===== config.mk =====
export PLATFORM = sky130hd
export DESIGN_NAME = div11_reconstruct
export DESIGN_NICKNAME = d
export VERILOG_FILES = /design/src/rtl/div11_reconstruct.sv
export SDC_FILE = /design/constraint.sdc
export NUM_CORES = 1
export LEC_CHECK = 0
export BUFFER_PORTS_ARGS = -buffer_cell sky130_fd_sc_hd__buf_2
export CAP_MARGIN = 20
export CORE_ASPECT_RATIO = 1.25
export CORE_MARGIN = 3
export CORE_UTILIZATION = 55
export CTS_BUF_LIST = sky130_fd_sc_hd__clkbuf_8 sky130_fd_sc_hd__clkbuf_16
export CTS_CLUSTER_SIZE = 28
export DETAILED_ROUTE_END_ITERATION = 8
export GPL_TIMING_DRIVEN = 0
export PLACE_DENSITY = 0.88
export SLEW_MARGIN = 25
export SYNTH_ARGS = -nofsm -noshare
export SYNTH_HDL_FRONTEND = slang
export SYNTH_SLANG_ARGS = --single-unit

===== constraint.sdc =====
create_clock -name clk -period 16.9 [get_ports clk]
set_input_delay 1.69 -clock clk [delete_from_list [all_inputs] [get_ports clk]]
set_output_delay 1.69 -clock clk [all_outputs]
set_load 0.01 [all_outputs]

===== src/rtl/div11_reconstruct.sv =====
// Digit-serial reconstruction x = 11*q + r for the divide-by-11 datapath, DIGIT_W quotient bits per cycle.
// Optional self-check against an expected dividend is enabled by defining DIV11_CHECK_EN.
module div11_reconstruct #(
  parameter int unsigned DIGIT_W = 4
) (
  input  logic        clk,
  input  logic        rst,
  input  logic        in_valid,
  output logic        in_ready,
  input  logic [63:0] in_q,
  input  logic [3:0]  in_r,
`ifdef DIV11_CHECK_EN
  input  logic [63:0] in_x_exp,
  output logic        out_mismatch,
`endif
  output logic        out_valid,
  input  logic        out_ready,
  output logic [63:0] out_x,
  output logic        out_ovf,
  output logic        out_rem_err
);

  localparam int unsigned X_W   = 64;
  localparam int unsigned N     = X_W / DIGIT_W;
  localparam int unsigned CNT_W = $clog2(N);
  localparam int unsigned C_W   = 4;
  localparam int unsigned S_W   = DIGIT_W + C_W;

  typedef enum logic [1:0] {IDLE, RUN, DONE} state_t;

  state_t             state;
  logic [X_W-1:0]     q_sr;
  logic [X_W-1:0]     res_sr;
  logic [C_W-1:0]     carry;
  logic [CNT_W-1:0]   cnt;
`ifdef DIV11_CHECK_EN
  logic [X_W-1:0]     x_exp_q;
`endif

  logic [DIGIT_W-1:0] d;
  logic [S_W-1:0]     s;
  logic [C_W-1:0]     s_hi;
  logic [X_W-1:0]     res_next;
  logic               last;

  // One digit step: 11*d + carry never needs more than DIGIT_W+4 bits for carry <= 15.
  always_comb begin
    d        = q_sr[DIGIT_W-1:0];
    s        = S_W'(d) * S_W'(11) + S_W'(carry);
    s_hi     = s[S_W-1:DIGIT_W];
    res_next = {s[DIGIT_W-1:0], res_sr[X_W-1:DIGIT_W]};
    last     = (cnt == CNT_W'(N - 1));
  end

  assign in_ready  = (state == IDLE);
  assign out_valid = (state == DONE);

  always_ff @(posedge clk or posedge rst) begin
    if (rst) begin
      state       <= IDLE;
      q_sr        <= '0;
      res_sr      <= '0;
      carry       <= '0;
      cnt         <= '0;
      out_x       <= '0;
      out_ovf     <= 1'b0;
      out_rem_err <= 1'b0;
`ifdef DIV11_CHECK_EN
      x_exp_q      <= '0;
      out_mismatch <= 1'b0;
`endif
    end else begin
      case (state)
        IDLE: begin
          if (in_valid) begin
            q_sr        <= in_q;
            carry       <= in_r;
            cnt         <= '0;
            out_rem_err <= (in_r > 4'd10);
`ifdef DIV11_CHECK_EN
            x_exp_q     <= in_x_exp;
`endif
            state       <= RUN;
          end
        end
        RUN: begin
          q_sr   <= q_sr >> DIGIT_W;
          res_sr <= res_next;
          carry  <= s_hi;
          cnt    <= cnt + CNT_W'(1);
          // Result is published only once complete so no partial value is ever visible.
          if (last) begin
            out_x   <= res_next;
            out_ovf <= (s_hi != '0);
`ifdef DIV11_CHECK_EN
            out_mismatch <= (res_next != x_exp_q) || (s_hi != '0);
`endif
            state   <= DONE;
          end
        end
        DONE: begin
          if (out_ready) begin
            state <= IDLE;
          end
        end
        default: state <= IDLE;
      endcase
    end
  end

endmodule

==> results of run 1 <==
power groups by stage:
stage	logic, mW	registers [mW]	clock network (mW)
5_1_grt	0.750	0.816	0.442
2_1_floorplan	0.442	0.789	0
3_3_place_gp	0.634	0.788	0
3_5_place_dp	0.662	0.798	0
6_report	0.664	0.794	0.420
4_1_cts	0.672	0.793	0.424
layout make-up:
class / instances / area (sq um) / share of cell area [%]
flip-flops and latches: 200 / 5005 / 48.92
diodes: 2 / 5.005 / 0.04892
plain buffers: 44 / 249.0 / 2.434
multi-input cells: 522 / 3314 / 32.40
clock buffers: 17 / 425.4 / 4.159
inverters: 8 / 37.54 / 0.3669
clock inverters: 15 / 182.7 / 1.786
well taps: 208 / 260.3 / 2.544
repair buffers: 141 / 750.7 / 7.339
state kept, by name, summed over array words and instances (netlist names):
| signal | cells |
|---|---|
| carry | 4 |
| out_x | 64 |
| state | 2 |
| q_sr | 64 |
| out_ovf | 1 |
| cnt | 4 |
| res_sr | 60 |
| out_rem_err | 1 |
per-layer routing:
metal / wire length, microns / part of all wire [%] / GRT usage, %
met1: 7938 / 42 / 27.77
met2: 9719 / 51 / 39.42
met3: 1025 / 5.4 / 5.054
met4: 379 / 2.0 / 7.801
met5: 0 / 0 / 0
logic make-up (layout without fill, tap and decap cells):
logic type	count (synthesis)	in the layout	synth area share, %
buffers and inverters	52	225	3.245
AOI/OAI and AO/OA	93	93	6.025
muxes	123	123	15.80
DFF	200	200	58.21
other	0	2	0
xor gates and xnor gates	2	2	0.2038
and+or+nand+nor	282	282	13.05
adders and majority gates	22	22	3.463
worst register-to-register path, delay by kind of cell, from the launching register on:
kind | cells | cell delay [ns]
AO/OA/AOI/OAI | 3 | 0.80
adder cells (fa/ha/maj) | 4 | 1.44
buffers and inverters | 2 | 0.11
flip-flops | 1 | 0.44
AND/OR/NAND/NOR | 1 | 0.35
through the flow:
stage | hold WS (ns) | utilization [%] | cell area (sq um) | setup WS (ns)
finish | 0.4858 | 67.57 | 10230 | 13.60
global route | 0.5071 | 67.57 | 10230 | 13.49
CTS | 0.4866 | 67.54 | 10220 | 13.63
detailed placement | 0.4708 | 63.52 | 9617 | 13.67
global placement | 0.4551 | 63.11 | 9554 | 7.754
floorplan | 0.4460 | - | 8598 | 9.756
placed cells by master, fill, tap and decap left out, drive strengths merged, types with 3 or more instances in the layout:
cell and instances:
dfrtp 200, nand3 5, ha 19, a22oi 5, fa 3, buf 168, mux2 63, o21ai 73
nand2 255, nor2 9, clkbuf 34, nor2b 3, inv 18, mux2i 60, a21o 4
worst max-delay path by stage:
| stage | endpoint |
|---|---|
| after floorplan | carry[0] |
| after global placement | out_x[6] |
| after detailed placement | out_ovf |
| after CTS | out_ovf |
| after global routing | out_ovf |
| final | out_ovf |
==> run metrics, run 1 <==
most common cell in the netlist nand2_1; Post-Place Cells 1123; switch share 37.71%; Die ar. 17180 sq um; Total Power 1.877 mW; Worst Setup Path Type register to register; Comb pwr share a little over a third; required time of the critical path 17.17 ns; Die W 117.8 microns; CP Capture Type register; Reg clk slew, reported paths 0.08 ns; Synth Register Bits 200; clock tree buffer depth 2; PostCTS Resize Cnt 0; Top delay family on crit path adder cells; vias in the first global route between 6000 and 7000; most frequent cells after synthesis 255 x nand2_1, 200 x dfrtp_1, 62 x o21ai_0, 60 x mux2i_1, 48 x mux2_2; Final Cycle Share 19.52%; r2r startpoint q_sr[0]; Area contributors post-synth dfrtp_1 58%, nand2_1 11%, mux2i_1 7.0%; Hold EP q_sr[34]; total gr overflow 0; DP HPWL 13400 microns; Initial Util around 57%; wire per inst between 15 and 20 microns; RSZ-0062 raised after global routing no; vias 6135; CP Max Fanout 4; Num CTS Buffers 17; Final Slew Violations 0; row cnt 50; status complete, no violations; setup TNS 0 ns; cts-stage hold buffer count 0; YS warnings 0; share of the synthesized area in the top cell type 58.21%; Vias/cell 5.303; Yosys cell types 41; CTS tree yes; Final min period 3.299 ns; final std cells w/o fill 1157; syn_nets between 800 and 900; peak per-stage delay on the critical path around 0.50 ns; Sinks on Clock Net 200; drt first pass iters 6; Mapped Area 8598 sq um; core area 15140 sq um; initial antenna violation count 2; GR Util All Layers 22.58%; NetSw 0.7079 mW; Critical R2R Capture out_ovf; Pleak 5.266 nW; EDFF count, synth 0; Synth area leader dfrtp_1; Buf/Inv on CP 2; post-route DRC violation count 0; ANT nets after route 0; Critical Path Start Type register; drt total wl 19060 microns; largest net degree at the start of global routing 88; Max Cap Viol 0; routability cong. 0.8237; Worst VDD drop ~0.00011 V; worst rel slew slack 65.51%; CP Cell Sequence ha_1 > ha_1 > inv_1 > fa_1 > inv_1 > ha_1 > a211oi_1 > or2_2 > a311oi_1 > a41oi_1; Post-CTS Repair Setup Buffers 0; Critical path origin q_sr[0]; FF-to-FF setup slack roughly 14 ns; Cells after Synth 774; Crit path depth 10; CP most frequent cell ha_1; CTS Root Cell clkbuf_16; power share of the sequential group 42.3%; die height 145.8 microns; share of cells above drive strength 1 between 20% and 30%; port bufs approximately 140; final hold vios 0; worst hold path class register to register; # setup viols final 0; Clock Skew 0.01007 ns; Avg Cell Area, Syn between 10 and 15 sq um; Area growth syn-to-layout 18.98%; H-tree Lvls 4; Hold Path Depth 2; CP arrival approximately 3.6 ns; power share of the clock group 22.3%; initial drt markers between 300 and 400; I/O Pins 140; hold_sp q_sr[38]; asr flop ratio synth 100.0%; Critical-path top delay cell fa_1; Fillers 1126; actual slew at the worst max-slew pin 0.5174 ns; first-pass GRT wire length between 30000 and 40000 microns; nets 1028; fmax between 300 and 400 MHz; Clock Latency Late Sink 0.43 ns; Top FF cell, synth dfrtp_1; Cell Pwr Density 183.5 nW/um^2; Reg2Reg Depth 10; sequential cell area fraction in the yosys report 58.21%; internal power 1.169 mW
(Power assumes the default switching activity.)
==> run 2, diff against run 1 <==
CORE_UTILIZATION = 51   (was 55)
PLACE_DENSITY = 0.86   (was 0.88)
clock period = 2.7 ns   (was 16.9 ns; I/O delays follow)
==> run 2 against run 1 <==
  * The flow now finishes with violations (negative setup slack)
  * Utilization fell by 3.2 points
  * Count of clock-buffer cells in the layout grew 3
  * Sequential share of layout area shrank 1.3 points
  * Register-to-register slack worse by 14 ns
  * First-iteration DRC count decreased by 14%
  * Critical path depth is the same
  * Global-route usage fell by 0.41 points
  * Total power rose to 6.4 times the previous value
  * Combinational power increased to 6.9 times the previous value
  * Highest routed layer unchanged
==> run metrics, run 2 (synthesis gave the netlist of run 1 again) <==
drt total wl 19410 microns (+1.8%); Max Cap Viol 0 (unchanged); Pleak 5.337 nW (+1.4%); Fillers 1231 (+9.3%); Initial Util 52.65% (-4.1 points); setup TNS -0.2162 ns (-0.2162 ns); actual slew at the worst max-slew pin 0.5421 ns (+0.02470 ns); largest net degree at the start of global routing 33 (-63%); # setup viols final 3 (+3); Area growth syn-to-layout 22.25%; die height 151.2 microns (+3.7%); CP Max Fanout 3 (-1); Reg2Reg Depth 10 (unchanged); drt first pass iters 6 (unchanged); Hold Path Depth 3 (+1); Worst VDD drop 0.0006420 V (+510%); core area 16330 sq um (+7.9%); FF-to-FF setup slack -0.10 ns (-13.70 ns); Reg clk slew, reported paths 0.07 ns (about the same); CTS Root Cell clkbuf_16; GR Util All Layers 22.17% (-0.41 points); Die W 122.1 microns (+3.7%); Hold EP q_sr[63]; Die ar. 18460 sq um (+7.5%); share of cells above drive strength 1 30.45% (+2.6 points); Final Slew Violations 0 (unchanged); Critical Path Start Type register; status finished with violations; setup ws final -0.1037 ns (-13.70 ns); CP arrival 3.09 ns (-0.48 ns); Worst Setup Path Type register to register; antenna fix cells 0 (-2); final hold vios 0 (unchanged); hold_sp in_q[63]; routability cong. 0.8055 (-2.2%); Cell Pwr Density 1149 nW/um^2 (+530%); vias in the first global route 6478 (+0.40%); ANT nets after route 0 (unchanged); r2r startpoint q_sr[0]; Total Power 12.08 mW (+540%); Num CTS Buffers 17 (unchanged); fmax 356.7 MHz (+18%); post-route DRC violation count 0 (unchanged); most frequent cells in the layout 254 x nand2_1, 200 x dfrtp_1, 152 x buf_2; vias 6124 (-0.18%); total gr overflow 0 (unchanged); H-tree Lvls 4 (unchanged); nets 1040 (+1.2%); worst rel slew slack 63.86% (-1.6 points); Final Cycle Share 103.8% (+84 points); initial antenna violation count 0 (-2); Vias/cell 5.212 (-1.7%); initial drt markers 295 (-14%); Regs by FF count out_x (64), q_sr (64), res_sr (60); Critical R2R Capture out_ovf; first-pass GRT wire length 32000 microns (+1.4%); wire per inst 16.52 microns (+0.26%); RSZ-0062 raised after global routing yes; Clock Latency Late Sink 0.43 ns (about the same); failing checks negative setup slack; final std cells w/o fill 1175 (+1.6%); dpl ws -0.2652 ns (-13.93 ns); Sinks on Clock Net 200 (unchanged); I/O Pins 140 (unchanged); worst hold path class input port to register; Clock Skew 0.009075 ns (-0.0009964 ns); required time of the critical path 2.99 ns (-14.18 ns); most common cell after layout, fill and taps aside nand2_1; Final min period 2.804 ns (-0.4954 ns); DP HPWL 14170 microns (+5.7%); clock tree buffer depth 2 (unchanged); CTS tree yes; row cnt 52 (+4.0%); port bufs 139 (unchanged); Post-Place Cells 1136 (+1.2%); CP Capture Type register
run 2: how the worst max path moves through the flow:
stage | from | end | slack [ns] | cells past startpoint
after floorplan | rst | carry[0] | -0.16 | 1
after global placement | rst | out_x[47] | -1.30 | 2
after detailed placement | q_sr[0] | out_ovf | -0.27 | 10
after CTS | q_sr[2] | out_ovf | -0.15 | 10
after global routing | q_sr[0] | out_ovf | -0.20 | 10
final | q_sr[0] | out_ovf | -0.10 | 10
run 2: routing by layer:
layer  track usage, %  part of all wire [%]  vias to the layer above
li1                 -                     -                     2917
met1            26.89                    40                     3020
met2            38.55                    52                      160
met3            6.126                   6.0                       27
met4            6.891                   1.6                        0
met5                0                     0                        -
run 2: repair_timing:
item / 4_1_cts / 5_1_grt
hold buffers: 1 / 0
pin swaps: 11 / 11
setup buffers: 5 / 1
hold endpoints to repair: 9 / 0
endpoints found under the setup margin: 3 / 4
gates resized for setup: 7 / 12
run 2: through the flow:
stage / util, % / area (sq um) / hold WS (ns)
final: 64.37 / 10510 / 0.06117
after global routing: 64.37 / 10510 / 0.06730
after CTS: 63.86 / 10430 / 0.04704
after detailed placement: 59.70 / 9749 / 0.2761
after global placement: 58.75 / 9594 / 0.4550
after floorplan: - / 8628 / 0.3868
run 2: critical path: stages, from the launching register on:
cell,delay (ns)
dfrtp_1,0.42
ha_4,0.26
ha_4,0.26
inv_2,0.03
fa_1,0.52
inv_2,0.05
ha_4,0.28
a211oi_4,0.08
or2_4,0.27
a311oi_4,0.35
a41oi_2,0.14
run 2: final cells by class:
type	count	area, sq um	area share (%)
well taps	216	270.3	2.571
multi-input cells	522	3450	32.82
plain buffers	44	249.0	2.369
flip-flops and latches	200	5005	47.61
inverters	8	33.78	0.3214
clock inverters	12	131.4	1.250
repair buffers	153	905.9	8.618
clock buffers	20	466.7	4.440
run 2: where the power goes:
| part | switching, mW | internal [mW] |
|---|---|---|
| sequential | 0.781 | 4.18 |
| combinational | 2.58 | 2.00 |
| clock | 1.16 | 1.38 |
==> run 3, diff against run 2 <==
CORE_MARGIN = unset   (was 3)
SLEW_MARGIN = 20   (was 25)
==> run 3 against run 2 <==
  * The flow still finishes with violations (negative setup slack)
  * Global-route usage up 0.63 points
  * Maximum frequency down 0.95%
  * Sequential cell count unchanged
  * Combinational power down 4%
  * Register-to-register slack worse by 0.03 ns
  * Non-clock buffer count down 1
  * Via count up 0.62%
  * First-iteration DRC count up 24%
==> run metrics, run 3 (synthesis gave the netlist of run 1 again) <==
status finished with violations; failing checks negative setup slack; most frequent cells in the layout 255 x nand2_1, 199 x dfrtp_1, 152 x buf_2; power share of the clock group 20.3% (-0.7 points); CP Max Fanout 3 (unchanged); Num CTS Buffers 17 (unchanged); drt first pass iters 5 (-1); internal power 7.282 mW (-3.6%); post-route DRC violation count 0 (unchanged); Regs by FF count out_x (64), q_sr (64), res_sr (60); GR Util All Layers 22.79% (+0.63 points); worst hold path class input port to register; Fin Hold WS 0.05344 ns (-0.007724 ns); Comb pwr share 37.5% (-0.4 points); Max Cap Viol 0 (unchanged); Worst Setup Path Type register to register; clock tree buffer depth 2 (unchanged); port bufs 139 (unchanged); setup ws final -0.1306 ns (-0.02693 ns); vias 6162 (+0.62%); post-layout util 63.65% (-0.72 points); first-pass GRT wire length 31040 microns (-3.0%); share of cells above drive strength 1 29.65% (-0.80 points); placed standard-cell area 9749 sq um (unchanged); drt total wl 18880 microns (-2.7%); Final Slew Violations 0 (unchanged); Post-Place Cells 1136 (unchanged); Clock Latency Late Sink 0.43 ns (about the same); Die W 118.1 microns (-3.3%); antenna fix cells 0 (unchanged); CP Capture Type register; core area 16330 sq um (unchanged); initial drt markers 366 (+24%); Critical-path top delay cell fa_1; fin area 10390 sq um (-1.1%); peak per-stage delay on the critical path 0.53 ns (about the same); Sinks on Clock Net 200 (unchanged); Worst VDD drop 0.0007075 V (+10%); Buf/Inv on CP 1 (-1); DP HPWL 13610 microns (-4.0%); row cnt 52 (unchanged); Initial Util 52.65% (unchanged); Top delay family on crit path adder cells; routability cong. 0.8106 (+0.63%); Cell Pwr Density 1129 nW/um^2 (-1.8%); H-tree Lvls 4 (unchanged); Reg clk slew, reported paths 0.07 ns (about the same); Final min period 2.831 ns (+0.02693 ns); Critical Path Start Type register; CTS tree yes; largest net degree at the start of global routing 34 (+3.0%); nets 1039 (-0.096%); RSZ-0062 raised after global routing yes; Final Cycle Share 104.8% (+1.0 points); die height 147.2 microns (-2.6%); vias in the first global route 6393 (-1.3%); CP Cell Sequence buf_4 > ha_1 > fa_1 > fa_2 > a211oi_4 > nor4b_2 > a311oi_4 > a41oi_2; ANT nets after route 0 (unchanged); power share of the sequential group 42.2% (+1.2 points); Pleak 5.308 nW (-0.55%); final std cells w/o fill 1174 (-0.085%); # setup viols final 3 (unchanged); final hold vios 0 (unchanged); Clock Skew 0.006970 ns (-0.002105 ns); most common cell after layout, fill and taps aside nand2_1; switch share 37.93% (+0.44 points); actual slew at the worst max-slew pin 0.5495 ns (+0.007405 ns); worst rel slew slack 63.29% (-0.57 points); Area growth syn-to-layout 20.88%; I/O Pins 140 (unchanged); Die ar. 17390 sq um (-5.8%); NetSw 4.450 mW (-1.7%); fmax 353.3 MHz (-0.95%); initial antenna violation count 0 (unchanged); CP arrival 3.11 ns (+0.02 ns); required time of the critical path 2.98 ns (about the same); Vias/cell 5.249 (+0.71%); CTS Root Cell clkbuf_16; Total Power 11.73 mW (-2.9%); wire per inst 16.08 microns (-2.6%); total gr overflow 0 (unchanged)
run 3: metal layers:
| metal | part of all wire (%) | wire length (microns) | global-route usage, % |
|---|---|---|---|
| met1 | 42 | 7872 | 27.93 |
| met2 | 52 | 9820 | 40.00 |
| met3 | 4.9 | 925 | 4.464 |
| met4 | 1.4 | 262 | 8.141 |
| met5 | 0 | 0 | 0 |
run 3: worst paths after layout:
path,start,to,slack [ns],cells after the start
min reg2reg,q_sr[63],q_sr[59],0.48,2
max in group asynchronous,rst,q_sr[62],1.33,6
min in group asynchronous,rst,out_x[3],0.44,3
max,q_sr[2],out_ovf,-0.13,8
min,in_q[60],q_sr[60],0.05,3
max reg2reg,q_sr[2],out_ovf,-0.13,8
run 3: final cells by class:
cell class / count / area, sq um
Sequential cell: 200 / 5006
Clock inverter: 15 / 122.6
Inverter: 8 / 33.78
Fill cell: 1259 / 5937
Tap cell: 216 / 270.3
Clock buffer: 17 / 425.4
Timing Repair Buffer: 152 / 898.4
Buffer: 44 / 249.0
Multi-Input combinational cell: 522 / 3388
run 3: repair_timing:
action | in CTS | in global routing
pin swaps | 8 | 6
endpoints found under the hold margin | 18 | 0
hold buffers | 1 | 0
setup endpoints to repair | 3 | 3
resized for setup | 8 | 5
buffers inserted | 3 | 2
run 3: through the flow:
stage / worst slack (ns) / setup TNS [ns]
2_1_floorplan: -0.1583 / -31.67
3_3_place_gp: -1.328 / -262.52
3_5_place_dp: -0.2481 / -0.5379
4_1_cts: -0.1330 / -0.2142
5_1_grt: -0.2085 / -0.5636
6_report: -0.1306 / -0.3273
run 3: worst reg2reg max path: cells and delay by family, from the launching register on:
kind                       cells  cell delay (ns)
AOI/OAI and AO/OA              3             0.75
DFF                            1             0.42
buffers and inverters          1             0.15
and+or+nand+nor                1             0.10
adders and majority gates      3             1.27
run 3: power groups by stage:
| stage | Combinational [mW] | Clock [mW] | Sequential (mW) |
|---|---|---|---|
| 2_1_floorplan | 2.82 | 0 | 4.94 |
| 3_3_place_gp | 4.04 | 0 | 4.94 |
| 3_5_place_dp | 4.23 | 0 | 4.99 |
| 4_1_cts | 4.40 | 2.43 | 4.94 |
| 5_1_grt | 4.93 | 2.54 | 5.09 |
| 6_report | 4.40 | 2.38 | 4.95 |
